File: src/rtl/cpu_step_control_pkg.sv
// Shared definitions for the CPU clock-enable / single-step controller.
package cpu_step_control_pkg;

    typedef enum logic [1:0] {
        ST_IDLE   = 2'd0,
        ST_RUN    = 2'd1,
        ST_STEP   = 2'd2,
        ST_HALTED = 2'd3
    } state_t;

    localparam int DEBOUNCE_CYCLES_DEF = 500000;

endpackage

File: src/rtl/cpu_step_control_debounce.sv
// Level debouncer: output follows the input only after it has held a new
// value for DEBOUNCE_CYCLES consecutive clocks.
module button_debounce
    import cpu_step_control_pkg::*;
#(
    parameter int DEBOUNCE_CYCLES = DEBOUNCE_CYCLES_DEF
) (
    input  logic clk,
    input  logic clr,
    input  logic din,
    output logic dout
);

    localparam int CW = $clog2(DEBOUNCE_CYCLES + 1);
    localparam logic [CW-1:0] LAST = CW'(DEBOUNCE_CYCLES - 1);

    logic [CW-1:0] cnt;

    // Any cycle where input agrees with the accepted level restarts the run.
    always_ff @(posedge clk or negedge clr) begin
        if (!clr) begin
            cnt  <= '0;
            dout <= 1'b0;
        end else if (din == dout) begin
            cnt  <= '0;
        end else if (cnt == LAST) begin
            cnt  <= '0;
            dout <= din;
        end else begin
            cnt  <= cnt + 1'b1;
        end
    end

endmodule

File: src/rtl/cpu_step_control.sv
// Generates single-cycle CPU clock enables from a slow divided clock, in
// free-run or single-step mode, with halt handling and a pulse counter.
module cpu_step_control
    import cpu_step_control_pkg::*;
#(
    parameter int DEBOUNCE_CYCLES = DEBOUNCE_CYCLES_DEF,
    parameter int CNT_W           = 16
) (
    input  logic             clk,
    input  logic             clr,
    input  logic             slow_clk,
    input  logic             run_sw,
    input  logic             step_btn,
    input  logic             halt_req,
    output logic             cpu_en,
    output logic             running,
    output logic             halted,
    output logic [CNT_W-1:0] step_count
);

    logic [1:0] slow_sync, run_sync, btn_sync;
    logic       slow_q, db_level, db_q;
    logic       tick, step_req, run_s, en_nxt;
    state_t     state, state_nxt;

    always_ff @(posedge clk or negedge clr) begin
        if (!clr) begin
            slow_sync <= '0;
            run_sync  <= '0;
            btn_sync  <= '0;
            slow_q    <= 1'b0;
            db_q      <= 1'b0;
        end else begin
            slow_sync <= {slow_sync[0], slow_clk};
            run_sync  <= {run_sync[0], run_sw};
            btn_sync  <= {btn_sync[0], step_btn};
            slow_q    <= slow_sync[1];
            db_q      <= db_level;
        end
    end

    button_debounce #(.DEBOUNCE_CYCLES(DEBOUNCE_CYCLES)) u_debounce (
        .clk  (clk),
        .clr  (clr),
        .din  (btn_sync[1]),
        .dout (db_level)
    );

    assign tick     = slow_sync[1] & ~slow_q;
    assign step_req = db_level & ~db_q;
    assign run_s    = run_sync[1];

    always_comb begin
        state_nxt = state;
        en_nxt    = 1'b0;
        case (state)
            ST_IDLE: begin
                if (run_s)         state_nxt = ST_RUN;
                else if (step_req) state_nxt = ST_STEP;
            end
            ST_RUN: begin
                if (!run_s)    state_nxt = ST_IDLE;
                else if (tick) en_nxt    = 1'b1;
            end
            ST_STEP: begin
                if (tick) begin
                    en_nxt    = 1'b1;
                    state_nxt = ST_IDLE;
                end
            end
            ST_HALTED: begin
                if (!halt_req && !run_s) state_nxt = ST_IDLE;
            end
            default: state_nxt = ST_IDLE;
        endcase
        // Halt wins over every other transition and suppresses the pulse.
        if (halt_req && state != ST_HALTED) begin
            state_nxt = ST_HALTED;
            en_nxt    = 1'b0;
        end
    end

    always_ff @(posedge clk or negedge clr) begin
        if (!clr) begin
            state      <= ST_IDLE;
            cpu_en     <= 1'b0;
            step_count <= '0;
        end else begin
            state  <= state_nxt;
            cpu_en <= en_nxt;
            if (en_nxt) step_count <= step_count + 1'b1;
        end
    end

    assign running = (state == ST_RUN);
    assign halted  = (state == ST_HALTED);

endmodule

File: config.mk
export PLATFORM = sky130hd
export DESIGN_NAME = cpu_step_control
export DESIGN_NICKNAME = d
export VERILOG_FILES = /design/src/rtl/cpu_step_control_pkg.sv /design/src/rtl/cpu_step_control_debounce.sv /design/src/rtl/cpu_step_control.sv
export SDC_FILE = /design/constraint.sdc
export NUM_CORES = 1
export LEC_CHECK = 0
export ABC_AREA = 1
export CORE_MARGIN = 2
export CORE_UTILIZATION = 51
export CTS_CLUSTER_DIAMETER = 50
export DETAILED_ROUTE_END_ITERATION = 8
export PLACE_DENSITY = 0.77
export SLEW_MARGIN = 20
export SYNTH_ARGS = -nofsm -noshare
export SYNTH_HDL_FRONTEND = slang
export SYNTH_SLANG_ARGS = --single-unit
File: constraint.sdc
create_clock -name clk -period 1.4 [get_ports clk]
set_input_delay 0.28 -clock clk [delete_from_list [all_inputs] [get_ports clk]]
set_output_delay 0.28 -clock clk [all_outputs]
set_load 0.005 [all_outputs]
After elaboration in Yosys (flattened, before gate mapping)
Index checks and enable logic that the tools add are counted.

Register bits after elaboration: 47. Bits in latches: 0. RAM bits: 0. ROM bits: 0. Bits of input ports: 6. Output and inout port bits: 19. Memories: 0.

$add $sub $neg: 2. Multiply operators: 0. Divide/modulo/power cells: 0. $lt $le $gt $ge: 0. Eq/ne operators: 10. Shift-type cells: 0. Mux-type cells: 13. Bitwise logic cells: 5. Reduce and logical (&&, ||, !) cells: 7.

Operators by type and width (count): $mux 19 (2); $add 19x1->19 const B (1); $eq 19x19->1 const B (1); $add 16x1->16 const B (1); $mux 2 (6); $pmux 2 s4 (1); $eq 2x2->1 const B (2); $ne 4x4->1 const B (1); $reduce_and 4->1 (1); $mux 1 (3); $ne 3x1->1 const B (1); $ne 3x2->1 const B (1); $ne 3x3->1 const B (1); $not 1->1 (3); $and 1x1->1 (2); $eq 2x1->1 const B (1); $logic_and 1x1->1 (2); $logic_not 1->1 (2); $logic_not 2->1 (1); $ne 2x2->1 const B (1); $pmux 1 s2 (1); $reduce_and 2->1 (1); $eq 1x1->1 (1).

Longest topological paths before layout
Gate-level depths: netlist (run 1).

Word-level depth: 6. Gate-level depth with buffers: 10. Gate-level depth less buffers: 10.

Cells and area by module
A second synthesis (run 1) with hierarchy kept.

Cells, all modules: 316. Area, all modules: 2560.0 µm².

By module, submodules not included: cpu_step_control (times used 1, cells each 171, area an instance 1418.9 µm², seq. area each 675.6 µm²); button_debounce (times used 1, cells each 145, area an instance 1141.1 µm², seq. area each 500.5 µm²).

Least setup slack after synthesis (run 1)
OpenSTA, ideal clock, no wires.

Kind: reg-to-reg. Start point: register state[1]. End point: register step_count[15]. Setup time: 0.117 ns. Arrival time: 1.287 ns. Setup slack: -0.004 ns. Stages on the path, launching flop included: 11. Cell sequence: dfrtp_1 inv_1 ha_1 nand2_2 nand2_2 nand2_4 nor2_8 buf_8 nand3_1 nand2_1 nand2_1.

Longest elaborated chain between the ends: 3. Elaborated cells on any way between the ends: 6. Classes of those cells: eq/ne (3); mux (2); reduce/logical (1).

Ends and longest elaborated chain: start, declared (RTL line cpu_step_control.sv:24) `state_t state, state_nxt;`; start signal, assigned (RTL line cpu_step_control.sv:89) `state <= state_nxt;`; $eq 2x1->1; net running (RTL line cpu_step_control.sv:16) `output logic running,`; $pmux 1 s2 (RTL line cpu_step_control.sv:56) `case (state)`; $mux 1 (RTL line cpu_step_control.sv:77) `if (halt_req && state != ST_HALTED) begin`; net en_nxt (RTL line cpu_step_control.sv:23) `logic tick, step_req, run_s, en_nxt;`; end signal, assigned (RTL line cpu_step_control.sv:91) `if (en_nxt) step_count <= step_count + 1'b1;`; end, declared (RTL line cpu_step_control.sv:18) `output logic [CNT_W-1:0] step_count`.

The timed path passes the listed nets, and every way through them passes these cells. A chain may end at the register's enable or synchronous reset.

Final worst setup path (run 1)
Start point: register state[1]. End point: register step_count[0].

Longest elaborated chain between the ends: 3. Elaborated cells on any way between the ends: 6. Classes of those cells: eq/ne (3); mux (2); reduce/logical (1).

Ends and longest elaborated chain (RTL line): $eq 2x2->1 (tied with other cells) (cpu_step_control.sv:56); $pmux 1 s2 or $logic_and 1x1->1 (tied branches) (cpu_step_control.sv:56, cpu_step_control.sv:77); $mux 1 (*) (cpu_step_control.sv:77).

Mark *: on every way between the ends. The rest lies on a longest branch, timed or not.

==> Implementation_results.wiki, run 1 <==
{| class="wikitable"
! Metric !! Value
|-
| Normalized max-slew margin || between 60% and 70%
|-
| Total global routing track utilization || 24.2%
|-
| Setup Slack @ Placement || -0.213 ns
|-
| Number of antenna violations at the first check in global routing || 0
|-
| I/O Pins || 25
|-
| Fraction of layout cells with a size suffix above 1 || between 30 and 40%
|-
| R2R Path End || step_count[0]
|-
| Remaining Overflow, GRT || 0
|-
| Number of synthesized flops with an enable pin || 0
|-
| Highest-count cells in the layout ignoring fill and taps || 49 x nand2_1, 46 x dfrtp_1, 43 x nor2_1
|-
| Final Setup Violations || 20
|-
| Power share of the clock group || a little over a quarter
|-
| Number of port buffers || 24
|-
| CP max-delay cell || dfrtp_1
|-
| Antenna-violating nets left || 0
|-
| Number of warnings issued by yosys || 0
|-
| Area Overhead vs Synth || 41.2%
|-
| Required time of the worst setup path || between 1.5 and 2 ns
|-
| Post-synth top flop || dfrtp_1
|-
| VDD IR-drop max || about 0.7 mV
|-
| Clock net sink count || 47
|-
| Length of the first detailed-routing pass in iterations || 4
|-
| Die area || 5440 um2
|-
| Detailed Route Iter0 Violations || around 160
|-
| Ranking of synthesized cells by area || dfrtp_1 47%, nand2_1 8.3%, nor2_1 7.9%
|-
| Global-route wire length before repair || 9970 um
|-
| Outcome || finished with violations
|-
| Global placer's final weighted congestion || just under 0.9
|-
| Post-route total power || between 4 and 5 mW
|-
| Synth top area share || a little under half
|-
| Most common cell after layout, fill and taps aside || nand2_1
|-
| Sequential Power Share || approximately 38%
|-
| Tightest Pin Transition || roughly 0.47 ns
|-
| Number of nets in the layout || just under 400
|-
| Share of power burned in combinational logic || 36.4%
|-
| Number of antenna diodes || 0
|-
| Reg-to-Reg Start || state[1]
|-
| Internal power summed over all cells || between 2 and 3 mW
|-
| Reported max-cap violation count || 0
|-
| Fraction of the yosys area taken by sequential cells || between 40% and 50%
|-
| Critical Path Max Stage Delay || between 0.4 and 0.5 ns
|-
| Cells after Synth || 301
|-
| Crit share post-route || 115%
|-
| Skew final || approximately 0.014 ns
|-
| Fraction of registers with async set or reset after synthesis || 100%
|-
| Detailed-route vias per instance || around 5.3
|-
| Synth Cell Area || ~2500 um2
|-
| Power density over cell area || approximately 1100 nW/um2
|-
| Fmax || around 620 MHz
|-
| Combined buffer and inverter count along the critical path || 5
|-
| Family with the most delay on the worst path || buffers and inverters
|-
| Switching power summed over all nets || ~1.3 mW
|-
| # H-tree levels || 2
|-
| Crit Path Category || reg2reg
|-
| Area of all placed cells without fillers || 3500 um2
|-
| Vias in the first global route || roughly 2100
|-
| Worst skew pair latency || 0.32 ns
|-
| Number of remaining DRC errors || 0
|-
| Clock-pin slew reported for the worst setup and hold paths after clock tree synthesis || around 0.10 ns
|-
| Period minus WS final || between 1.5 and 2 ns
|-
| Number of synthesized register bits || 47
|-
| Number of nets in the synthesized netlist || 313
|-
| Hold Path Class || reg2reg
|-
| Switching Share || between 30% and 40%
|-
| Crit path max fanout || 8
|-
| Worst hold slack after final layout || roughly 0.36 ns
|-
| Fin util || roughly three quarters
|-
| Starting density of the core || a little over half
|-
| Cell Rows || 25
|-
| CP Data Arrival Time || approximately 1.8 ns
|-
| Post-place instance area || roughly 2900 um2
|-
| Cell type with the highest aggregate area in the netlist || dfrtp_1
|-
| CP startpoint kind || register
|-
| Inserted Clock Buffers || 5
|-
| Count of final hold-check violations || 0
|-
| Clock tree from TritonCTS || built
|-
| Worst R2R Setup Slack || -0.21 ns
|-
| Bufs on Longest Clock Path || 2
|-
| Cells along the critical path || buf_6 > buf_6 > ha_4 > inv_2 > nand2_2 > nand2_4 > nor2_8 > buf_4 > buf_6 > xor2_1
|-
| Mean area per synthesized cell || between 8 and 9 um2
|-
| Static Leakage || roughly 1.8 nW
|-
| Setup repair after global routing missed its margin || true
|-
| Minimum setup slack in the final design || -0.213 ns
|-
| Number of max-slew violations in the final report || 0
|-
| Die outline width || between 70 and 80 um
|-
| Master cell of the clock root buffer || clkbuf_8
|-
| Cell depth of the worst hold path || 0
|-
| Critical Path Sink Type || register
|-
| WL/cell || ~15 um
|-
| Count of distinct cell types in the synthesized netlist || 27
|-
| Library cell appearing most often on the critical path || buf_6
|-
| Worst Hold Launch || run_sync[0]
|-
| Chip height || between 70 and 80 um
|-
| Routed wire length || between 6000 and 7000 um
|-
| Pin count of the biggest net entering global routing || 48
|-
| Failing checks || negative setup slack
|-
| Endpoint of the worst hold path || run_sync[1]
|-
| HPWL after detailed placement || 3600 um
|-
| Number of cells on the worst reg-to-reg path || 10
|-
| Vias || roughly 2300
|-
| Core Region || 4690 um2
|-
| Startpoint of the most critical setup path || state[1]
|}
==> Yosys cell counts (5+ instances only) <==
master	count
nand2_2	9
dfrtp_1	47
xnor2_1	10
nand4_1	9
o21ai_0	8
nand2_1	55
nor2_1	52
xor2_1	7
a21oi_1	6
ha_1	6
inv_1	39
nor3_1	6
nor2_2	5
nand3_1	23
==> flip-flops by register name, summed over array words and instances, names as in the netlist <==
name             flops
u_debounce.dout      1
state                2
u_debounce.cnt      19
run_sync             2
slow_sync            2
db_q                 1
cpu_en               1
btn_sync             2
slow_q               1
step_count          16
==> logic make-up (layout without fill, tap and decap cells) <==
kind of cell	after synthesis	count (layout)	synth area share, %
flops	47	47	47.4
fa+ha+maj	6	6	3.03
xor+xnor	17	17	6.00
compound gates	19	19	4.24
buf+inv	44	119	7.21
simple gates	168	169	32.1
==> layer usage <==
metal,track usage (%),up-vias,wire (um)
li1,-,1097,-
met1,31.7,1115,2730
met2,40.1,71,3450
met3,4.66,14,262
met4,8.08,0,108
met5,0,-,0
==> worst max-delay path by stage <==
stage,end,cells past startpoint,slack (ns)
after floorplan,step_count[15],10,-0.003
after global placement,step_count[13],7,-0.20
after detailed placement,step_count[11],7,-0.21
after CTS,step_count[11],10,-0.18
after global routing,step_count[15],10,-0.26
final,step_count[0],10,-0.21
==> through the flow <==
stage | setup TNS, ns | instances
floorplan | -0.00452 | 301
global placement | -2.45 | 393
detailed placement | -2.70 | 393
CTS | -2.25 | 423
global route | -4.57 | 431
finish | -2.63 | 431
==> power by group through the flow <==
| stage | Combinational (mW) | Sequential (mW) | Clock, mW |
|---|---|---|---|
| 2_1_floorplan | 0.418 | 1.56 | 0 |
| 3_3_place_gp | 0.795 | 1.55 | 0 |
| 3_5_place_dp | 0.808 | 1.55 | 0 |
| 4_1_cts | 1.30 | 1.51 | 1.04 |
| 5_1_grt | 1.57 | 1.52 | 1.11 |
| 6_report | 1.46 | 1.51 | 1.05 |
==> layout make-up <==
class	count	area [um2]
fill	301	1190
tap	54	67.6
clock inverter	3	46.3
inverter	41	169
sequential	47	1180
clock buffer	5	68.8
timing repair buffer	70	614
multi-input combinational	211	1360
==> repair_timing <==
item                       in CTS  in global routing
resized for setup              61                 40
setup buffers                  20                  9
hold endpoints to repair       47                  0
setup endpoints to repair      43                 38
pin swaps                      19                 21
hold buffers                    1                  0
cloned                          1                  0
(Power assumes the default switching activity.)
==> run 2, diff against run 1 <==
Settings changed: ABC_AREA 1 to unset, CORE_UTILIZATION 51 to 52, CTS_BUF_LIST set to sky130_fd_sc_hd__clkbuf_4, PLACE_DENSITY 0.77 to 0.79, SYNTH_HIERARCHICAL set to 1.
==> run 2 against run 1 <==
- the flow still finishes with violations (negative setup slack)
- fmax shrank 13%
- global-route usage increased by 4.3 points
- design area hardly changed
- sequential cell count is the same
- synthesized area fell by 11%
- combinational power rose by 11%
- sequential power hardly changed
- hold slack worse by 0.035 ns
- critical path type unchanged
- largest power group is now combinational logic
==> Implementation_results.wiki, run 2 <==
{| class="wikitable"
! Metric !! Value
|-
| Area occupied by multi-input gates || 1230 um2 (-9.3%)
|-
| Storage element area || 1180 um2 (-0.11%)
|-
| Detailed Route Iter0 Violations || 173 (+6.8%)
|-
| Fill cells || 169 (-44%)
|-
| HPWL after detailed placement || 3490 um (-3.1%)
|-
| Vias || 2036 (-11%)
|-
| Clock-pin slew reported for the worst setup and hold paths after clock tree synthesis || 0.14 ns (+0.04 ns)
|-
| Chip height || 69.2 um (-6.2%)
|-
| Crit path max fanout || 10 (+2)
|-
| Final Setup Violations || 40 (+100%)
|-
| Max FFs per register || 19 (unchanged)
|-
| Number of nets in the layout || 323 (-17%)
|-
| I/O Pins || 25 (unchanged)
|-
| Cell depth of the worst hold path || 1 (+1)
|-
| Switching Share || 32.6% (about the same)
|-
| Synth Cell Area || 2210 um2 (-11%)
|-
| Number of max-slew violations in the final report || 0 (unchanged)
|-
| Post-route total power || 3.80 mW (-5.5%)
|-
| Fraction of registers with async set or reset after synthesis || 100% (unchanged)
|-
| Pin count of the biggest net entering global routing || 48 (unchanged)
|-
| Number of nets in the synthesized netlist || 210 (-33%)
|-
| Fraction of the yosys area taken by sequential cells || 53.3% (+5.9 points)
|-
| Number of synthesized flops with an enable pin || 0 (unchanged)
|-
| Number of synthesized register bits || 47 (unchanged)
|-
| Setup repair after global routing missed its margin || true
|-
| Crit share post-route || 132% (+17 points)
|-
| Normalized max-slew margin || 65.2% (-3.1 points)
|-
| Highest-count cells in the layout ignoring fill and taps || 69 x buf_4, 47 x dfrtp_1, 23 x xnor2_1
|-
| VDD IR-drop max || 0.590 mV (-14%)
|-
| Synth top area share || 53.3% (+5.9 points)
|-
| Clock net sink count || 47 (unchanged)
|-
| Die outline width || 69.2 um (-6.2%)
|-
| WL/cell || 19.5 um (+29%)
|-
| Number of port buffers || 24 (unchanged)
|-
| Number of remaining DRC errors || 0 (unchanged)
|-
| Largest registers ranked by flip-flop count || u_debounce/cnt x19, step_count x16
|-
| Antenna-violating nets left || 0 (unchanged)
|-
| Failing checks || negative setup slack
|-
| Reported max-cap violation count || 0 (unchanged)
|-
| Number of instances in the placed design || 317 (-19%)
|-
| CP startpoint kind || register
|-
| Power share of the clock group || 17.3% (-8.7 points)
|-
| Most common cell in the synthesized netlist || dfrtp_1
|-
| Detailed-route vias per instance || 5.64 (+5.8%)
|-
| Hold Path Class || in2reg
|-
| Power density over cell area || 1080 nW/um2 (-5.6%)
|-
| # H-tree levels || 2 (unchanged)
|-
| Count of distinct cell types in the synthesized netlist || 36 (+33%)
|-
| Worst skew pair latency || 0.39 ns (+0.07 ns)
|-
| Fmax || 541 MHz (-13%)
|-
| Core Region || 4030 um2 (-14%)
|-
| Clock tree from TritonCTS || built
|-
| Length of the first detailed-routing pass in iterations || 4 (unchanged)
|-
| Die area || 4780 um2 (-12%)
|-
| Static Leakage || 1.67 nW (-4.8%)
|-
| Cell type with the highest aggregate area in the netlist || dfrtp_1
|-
| Inserted Clock Buffers || 5 (unchanged)
|-
| Number of warnings issued by yosys || 6 (+6)
|-
| Total global routing track utilization || 28.4% (+4.3 points)
|-
| Minimum setup slack in the final design || -0.450 ns (-0.236 ns)
|-
| Critical Path Sink Type || register
|-
| Number of antenna violations at the first check in global routing || 0 (unchanged)
|-
| Global placer's final weighted congestion || 0.828 (-5.7%)
|-
| Routed wire length || 7050 um (+7.6%)
|-
| Leading cell types by count after synthesis || 47 x dfrtp_1, 27 x xnor2_1, 20 x nor2_1, 13 x nand3_1, 11 x nand2_1
|-
| Sequential Power Share || 40.1% (+2.5 points)
|-
| Switching power summed over all nets || 1.24 mW (-5.5%)
|-
| Period minus WS final || 1.85 ns (+0.236 ns)
|-
| Starting density of the core || 54.8% (+1.9 points)
|-
| Post-synth top flop || dfrtp_1
|-
| Fin util || 87.0% (+12 points)
|-
| Most common cell after layout, fill and taps aside || buf_4
|-
| Number of cells on the worst reg-to-reg path || 9 (-1)
|-
| Outcome || finished with violations
|-
| Fraction of layout cells with a size suffix above 1 || 46.6% (+14 points)
|-
| Count of final hold-check violations || 0 (unchanged)
|-
| Internal power summed over all cells || 2.56 mW (-5.6%)
|-
| Setup TNS || -12.48 ns (-9.84 ns)
|-
| CP Data Arrival Time || 2.14 ns (+0.31 ns)
|-
| Cells after Synth || 197 (-35%)
|-
| Ranking of synthesized cells by area || dfrtp_1 53%, xnor2_1 11%, ha_1 4.0%
|-
| Required time of the worst setup path || 1.69 ns (+0.07 ns)
|-
| Remaining Overflow, GRT || 0 (unchanged)
|-
| Largest Register || u_debounce/cnt
|-
| Bufs on Longest Clock Path || 2 (unchanged)
|-
| Vias in the first global route || 2083 (-1.4%)
|-
| Mean area per synthesized cell || 11.2 um2 (+36%)
|-
| Global-route wire length before repair || 10500 um (+5.4%)
|-
| Master cell of the clock root buffer || clkbuf_4
|-
| Area Overhead vs Synth || 58.8%
|-
| Share of power burned in combinational logic || 42.6% (+6.2 points)
|-
| Final cell count without fillers || 361 (-16%)
|-
| Area of all placed cells without fillers || 3510 um2 (about the same)
|-
| Crit Path Category || reg2reg
|-
| Cell Rows || 23 (-8.0%)
|-
| Skew final || 0.0132 ns (-0.000505 ns)
|-
| Post-place instance area || 2960 um2 (+1.9%)
|-
| Number of antenna diodes || 0 (unchanged)
|-
| Tightest Pin Transition || 0.520 ns (+0.0470 ns)
|}
[run 2: cell types whose count changed in the layout (fill, tap and decap cells not counted), sizes merged, moves of 4 or more]
| cell | change |
|---|---|
| nand3 | -12 |
| nand2 | -54 |
| xnor2 | +17 |
| dlygate4sd2 | -5 |
| o21ai | -6 |
| nor4 | +7 |
| inv | -33 |
| xor2 | -4 |
| nor2 | -41 |
| buf | +45 |
[run 2: final cells by class]
class / count / share of cell area (%)
clock inverters: 3 / 0.571
inverters: 9 / 1.18
well taps: 50 / 1.78
multi-input cells: 137 / 35.2
repair buffers: 110 / 26.7
clock buffers: 5 / 1.07
flip-flops and latches: 47 / 33.5
[run 2: critical path, stage by stage, from the launching register on]
cell	delay, ns
dfrtp_1	0.41
buf_6	0.12
inv_6	0.04
ha_4	0.25
nand3b_1	0.17
nor3_2	0.23
buf_6	0.20
buf_4	0.13
nand2_2	0.07
xnor2_2	0.14
[run 2: metrics by stage]
| stage | setup slack (ns) | hold WS (ns) |
|---|---|---|
| after global placement | -0.328 | 0.279 |
| after global routing | -0.529 | 0.303 |
| final | -0.450 | 0.327 |
| after floorplan | -0.335 | -0.0156 |
| after detailed placement | -0.434 | 0.283 |
| after CTS | -0.360 | 0.321 |
[run 2: path summary, 6_finish.rpt]
path                            slack, ns             end        start
worst max-delay path                -0.45   step_count[2]     state[0]
worst min-delay path                 0.33     btn_sync[0]     step_btn
worst max register to register      -0.45   step_count[2]     state[0]
worst min register to register       0.37     run_sync[1]  run_sync[0]
max in group asynchronous            0.79  step_count[15]          clr
min in group asynchronous            0.38  step_count[11]          clr
[run 2: cell families (layout without fill, tap and decap cells)]
group	Yosys count	after routing	synth area share (%)
XOR/XNOR	30	30	11.9
multiplexers	5	5	2.44
buffers and inverters	13	127	2.61
AO/OA/AOI/OAI	12	12	4.25
adder cells (fa/ha/maj)	7	7	3.97
AND/OR/NAND/NOR	83	83	21.5
flip-flops	47	47	53.3
[run 2: per-layer routing]
metal,wire length (um),global-route usage [%]
met4,222,9.15
met2,3850,51.0
met5,0,0
met1,2600,33.4
met3,381,6.73
[run 2: power groups by stage]
stage,clock (mW),sequential (mW),combinational (mW)
floorplan,0,1.58,0.496
global placement,0,1.53,0.988
detailed placement,0,1.54,1.02
CTS,0.655,1.51,1.52
global route,0.726,1.53,1.71
finish,0.657,1.52,1.62
[run 2: repair_timing]
| action | in CTS | in global routing |
|---|---|---|
| endpoints found under the setup margin | 56 | 47 |
| resized for setup | 72 | 22 |
| pin swaps | 17 | 8 |
| hold buffers | 1 | 0 |
| setup buffers | 29 | 13 |
| endpoints found under the hold margin | 47 | 0 |
==> run 3, diff against run 2 <==
Settings changed: CORE_UTILIZATION 52 to 50, CTS_BUF_LIST sky130_fd_sc_hd__clkbuf_4 to sky130_fd_sc_hd__clkbuf_8 sky130_fd_sc_hd__clkbuf_16, GPL_TIMING_DRIVEN set to 0, PLACE_DENSITY 0.79 to 0.76.
==> run 3 against run 2 <==
- the run still ends with negative setup slack left
- first-iteration DRC count shrank 51%
- critical endpoint is now state[1]
- design area shrank 8.2%
- sequential cell count is the same
- sequential power grew 3%
- die area grew 3.8%
- count of clock-buffer cells in the layout grew 1
- highest routed layer unchanged
- clock power grew 57%
- sequential share of layout area grew 3.3 points
- hold slack gained 0.028 ns
- largest power group is now sequential cells
- fmax grew 5.2%
==> Implementation_results.wiki, run 3 (same netlist as run 2, synthesis figures left out) <==
{| class="wikitable"
! Metric !! Value
|-
| Hold Path Class || reg2reg
|-
| Power share of the clock group || 26.2% (+8.9 points)
|-
| Internal power summed over all cells || 2.81 mW (+9.7%)
|-
| CP Data Arrival Time || 1.95 ns (-0.19 ns)
|-
| Tightest Pin Transition || 0.466 ns (-0.0536 ns)
|-
| Endpoint of the worst hold path || btn_sync[1]
|-
| Number of max-slew violations in the final report || 0 (unchanged)
|-
| Length of the first detailed-routing pass in iterations || 4 (unchanged)
|-
| Max FFs per register || 19 (unchanged)
|-
| Switching Share || 28.7% (-3.9 points)
|-
| Sequential Power Share || 39.6% (-0.5 points)
|-
| Storage element area || 1190 um2 (+0.85%)
|-
| Vias in the first global route || 1761 (-15%)
|-
| Count of final hold-check violations || 0 (unchanged)
|-
| Highest-count cells in the layout ignoring fill and taps || 39 x dfrtp_1, 30 x buf_4, 26 x xnor2_1
|-
| Largest Register || u_debounce/cnt
|-
| Critical Path Max Stage Delay || 0.47 ns (+0.06 ns)
|-
| Cell depth of the worst hold path || 0 (-1)
|-
| Crit Path Category || reg2reg
|-
| Required time of the worst setup path || 1.59 ns (-0.10 ns)
|-
| Starting density of the core || 51.4% (-3.4 points)
|-
| Number of cells on the worst reg-to-reg path || 6 (-3)
|-
| Inserted Clock Buffers || 5 (unchanged)
|-
| Clock net sink count || 47 (unchanged)
|-
| Area of all placed cells without fillers || 3220 um2 (-8.2%)
|-
| Share of power burned in combinational logic || 34.2% (-8.4 points)
|-
| Area occupied by multi-input gates || 1180 um2 (-4.4%)
|-
| Most common cell after layout, fill and taps aside || dfrtp_1
|-
| Die area || 4960 um2 (+3.8%)
|-
| Static Leakage || 1.46 nW (-12%)
|-
| Number of remaining DRC errors || 0 (unchanged)
|-
| Crit share post-route || 126% (-6.5 points)
|-
| Fmax || 569 MHz (+5.2%)
|-
| Number of port buffers || 24 (unchanged)
|-
| Detailed-route vias per instance || 5.41 (-4.0%)
|-
| Detailed Route Iter0 Violations || 85 (-51%)
|-
| Switching power summed over all nets || 1.13 mW (-8.7%)
|-
| Power density over cell area || 1220 nW/um2 (+13%)
|-
| Setup repair after global routing missed its margin || true
|-
| Total global routing track utilization || 21.7% (-6.7 points)
|-
| Post-route total power || 3.94 mW (+3.6%)
|-
| Chip height || 70.4 um (+1.9%)
|-
| Skew final || 0.00645 ns (-0.00676 ns)
|-
| # H-tree levels || 2 (unchanged)
|-
| Post-place instance area || 2600 um2 (-12%)
|-
| R2R Path End || state[1]
|-
| Number of antenna violations at the first check in global routing || 0 (unchanged)
|-
| Routed wire length || 5150 um (-27%)
|-
| Outcome || finished with violations
|-
| Worst Hold Launch || btn_sync[0]
|-
| Global placer's final weighted congestion || 0.878 (+6.0%)
|-
| Failing checks || negative setup slack
|-
| Global-route wire length before repair || 8400 um (-20%)
|-
| Minimum setup slack in the final design || -0.358 ns (+0.0917 ns)
|-
| Bufs on Longest Clock Path || 2 (unchanged)
|-
| Area Overhead vs Synth || 45.8%
|-
| Worst skew pair latency || 0.31 ns (-0.08 ns)
|-
| Largest registers ranked by flip-flop count || u_debounce/cnt x19, step_count x16
|-
| Crit path max fanout || 3 (-7)
|-
| VDD IR-drop max || 0.770 mV (+30%)
|-
| Number of antenna diodes || 0 (unchanged)
|-
| Core Region || 4290 um2 (+6.6%)
|-
| Fraction of layout cells with a size suffix above 1 || 39.1% (-7.5 points)
|-
| Normalized max-slew margin || 68.9% (+3.8 points)
|-
| Remaining Overflow, GRT || 0 (unchanged)
|-
| Clock-pin slew reported for the worst setup and hold paths after clock tree synthesis || 0.08 ns (-0.06 ns)
|-
| Critical Path Sink Type || register
|-
| CP startpoint kind || register
|-
| Reported max-cap violation count || 0 (unchanged)
|-
| Die outline width || 70.4 um (+1.9%)
|-
| Final Setup Violations || 40 (unchanged)
|-
| Fill cells || 263 (+56%)
|-
| Worst hold slack after final layout || 0.355 ns (+0.0278 ns)
|-
| Master cell of the clock root buffer || clkbuf_8
|-
| Number of nets in the layout || 283 (-12%)
|-
| Period minus WS final || 1.76 ns (-0.0917 ns)
|-
| Clock tree from TritonCTS || built
|-
| Cell Rows || 24 (+4.3%)
|-
| HPWL after detailed placement || 2850 um (-18%)
|-
| Vias || 1748 (-14%)
|-
| WL/cell || 15.9 um (-18%)
|-
| Worst R2R Setup Slack || -0.36 ns (+0.09 ns)
|-
| Cells along the critical path || buf_12 > ha_4 > buf_6 > a21oi_4 > o311a_1 > mux2_4
|-
| I/O Pins || 25 (unchanged)
|-
| Reg-to-Reg Start || state[0]
|-
| Antenna-violating nets left || 0 (unchanged)
|-
| Pin count of the biggest net entering global routing || 34 (-29%)
|-
| CP max-delay cell || dfrtp_2
|}
[run 3: how the worst max path moves through the flow]
stage	slack, ns	cells past startpoint	startpoint	end
2_1_floorplan	-0.34	5	u_debounce/cnt[0]	u_debounce/cnt[16]
3_3_place_gp	-1.21	1	clr	run_sync[1]
3_5_place_dp	-0.52	4	u_debounce/cnt[6]	u_debounce/dout
4_1_cts	-0.36	4	u_debounce/cnt[10]	u_debounce/dout
5_1_grt	-0.41	6	state[0]	step_count[1]
6_report	-0.36	6	state[0]	state[1]
[run 3: area by class of cell]
cell class	count	area share, %
clock buffers	6	2.57
repair buffers	66	18.4
flip-flops and latches	47	36.9
inverters	9	1.21
clock inverters	2	1.09
plain buffers	4	1.17
multi-input cells	137	36.7
well taps	52	2.02
[run 3: layer usage]
metal,GRT usage (%),up-vias,wire length (um)
met5,0,-,0
met4,7.05,0,112
met3,4.91,9,160
met2,36.7,40,2620
met1,27.7,871,2260
li1,-,828,-
[run 3: timing repair]
action / 4_1_cts / 5_1_grt
pin swaps: 28 / 13
gates cloned: 1 / 0
gates resized for setup: 57 / 19
hold endpoints to repair: 14 / 0
setup endpoints to repair: 57 / 40
hold buffers: 1 / 0
buffers inserted: 34 / 5
[run 3: worst max-delay path, delay by kind of cell (launching register included)]
family	cells	cell delay (ns)
DFF	1	0.47
AOI/OAI and AO/OA	2	0.43
muxes	1	0.31
buffers and inverters	2	0.27
adders and majority gates	1	0.16
[run 3: metrics by stage]
stage / util, % / std cells / setup slack (ns) / TNS [ns]
global placement: 60.3 / 273 / -1.21 / -69.59
CTS: 72.7 / 318 / -0.358 / -10.95
finish: 74.9 / 323 / -0.358 / -10.41
global route: 74.9 / 323 / -0.409 / -13.30
floorplan: - / 197 / -0.335 / -5.71
detailed placement: 60.6 / 274 / -0.517 / -14.78
[run 3: power by group through the flow]
stage	logic [mW]	clock network, mW	registers (mW)
4_1_cts	1.25	1.04	1.55
3_5_place_dp	0.779	0	1.59
6_report	1.35	1.03	1.56
3_3_place_gp	0.740	0	1.59
2_1_floorplan	0.496	0	1.58
5_1_grt	1.45	1.09	1.57
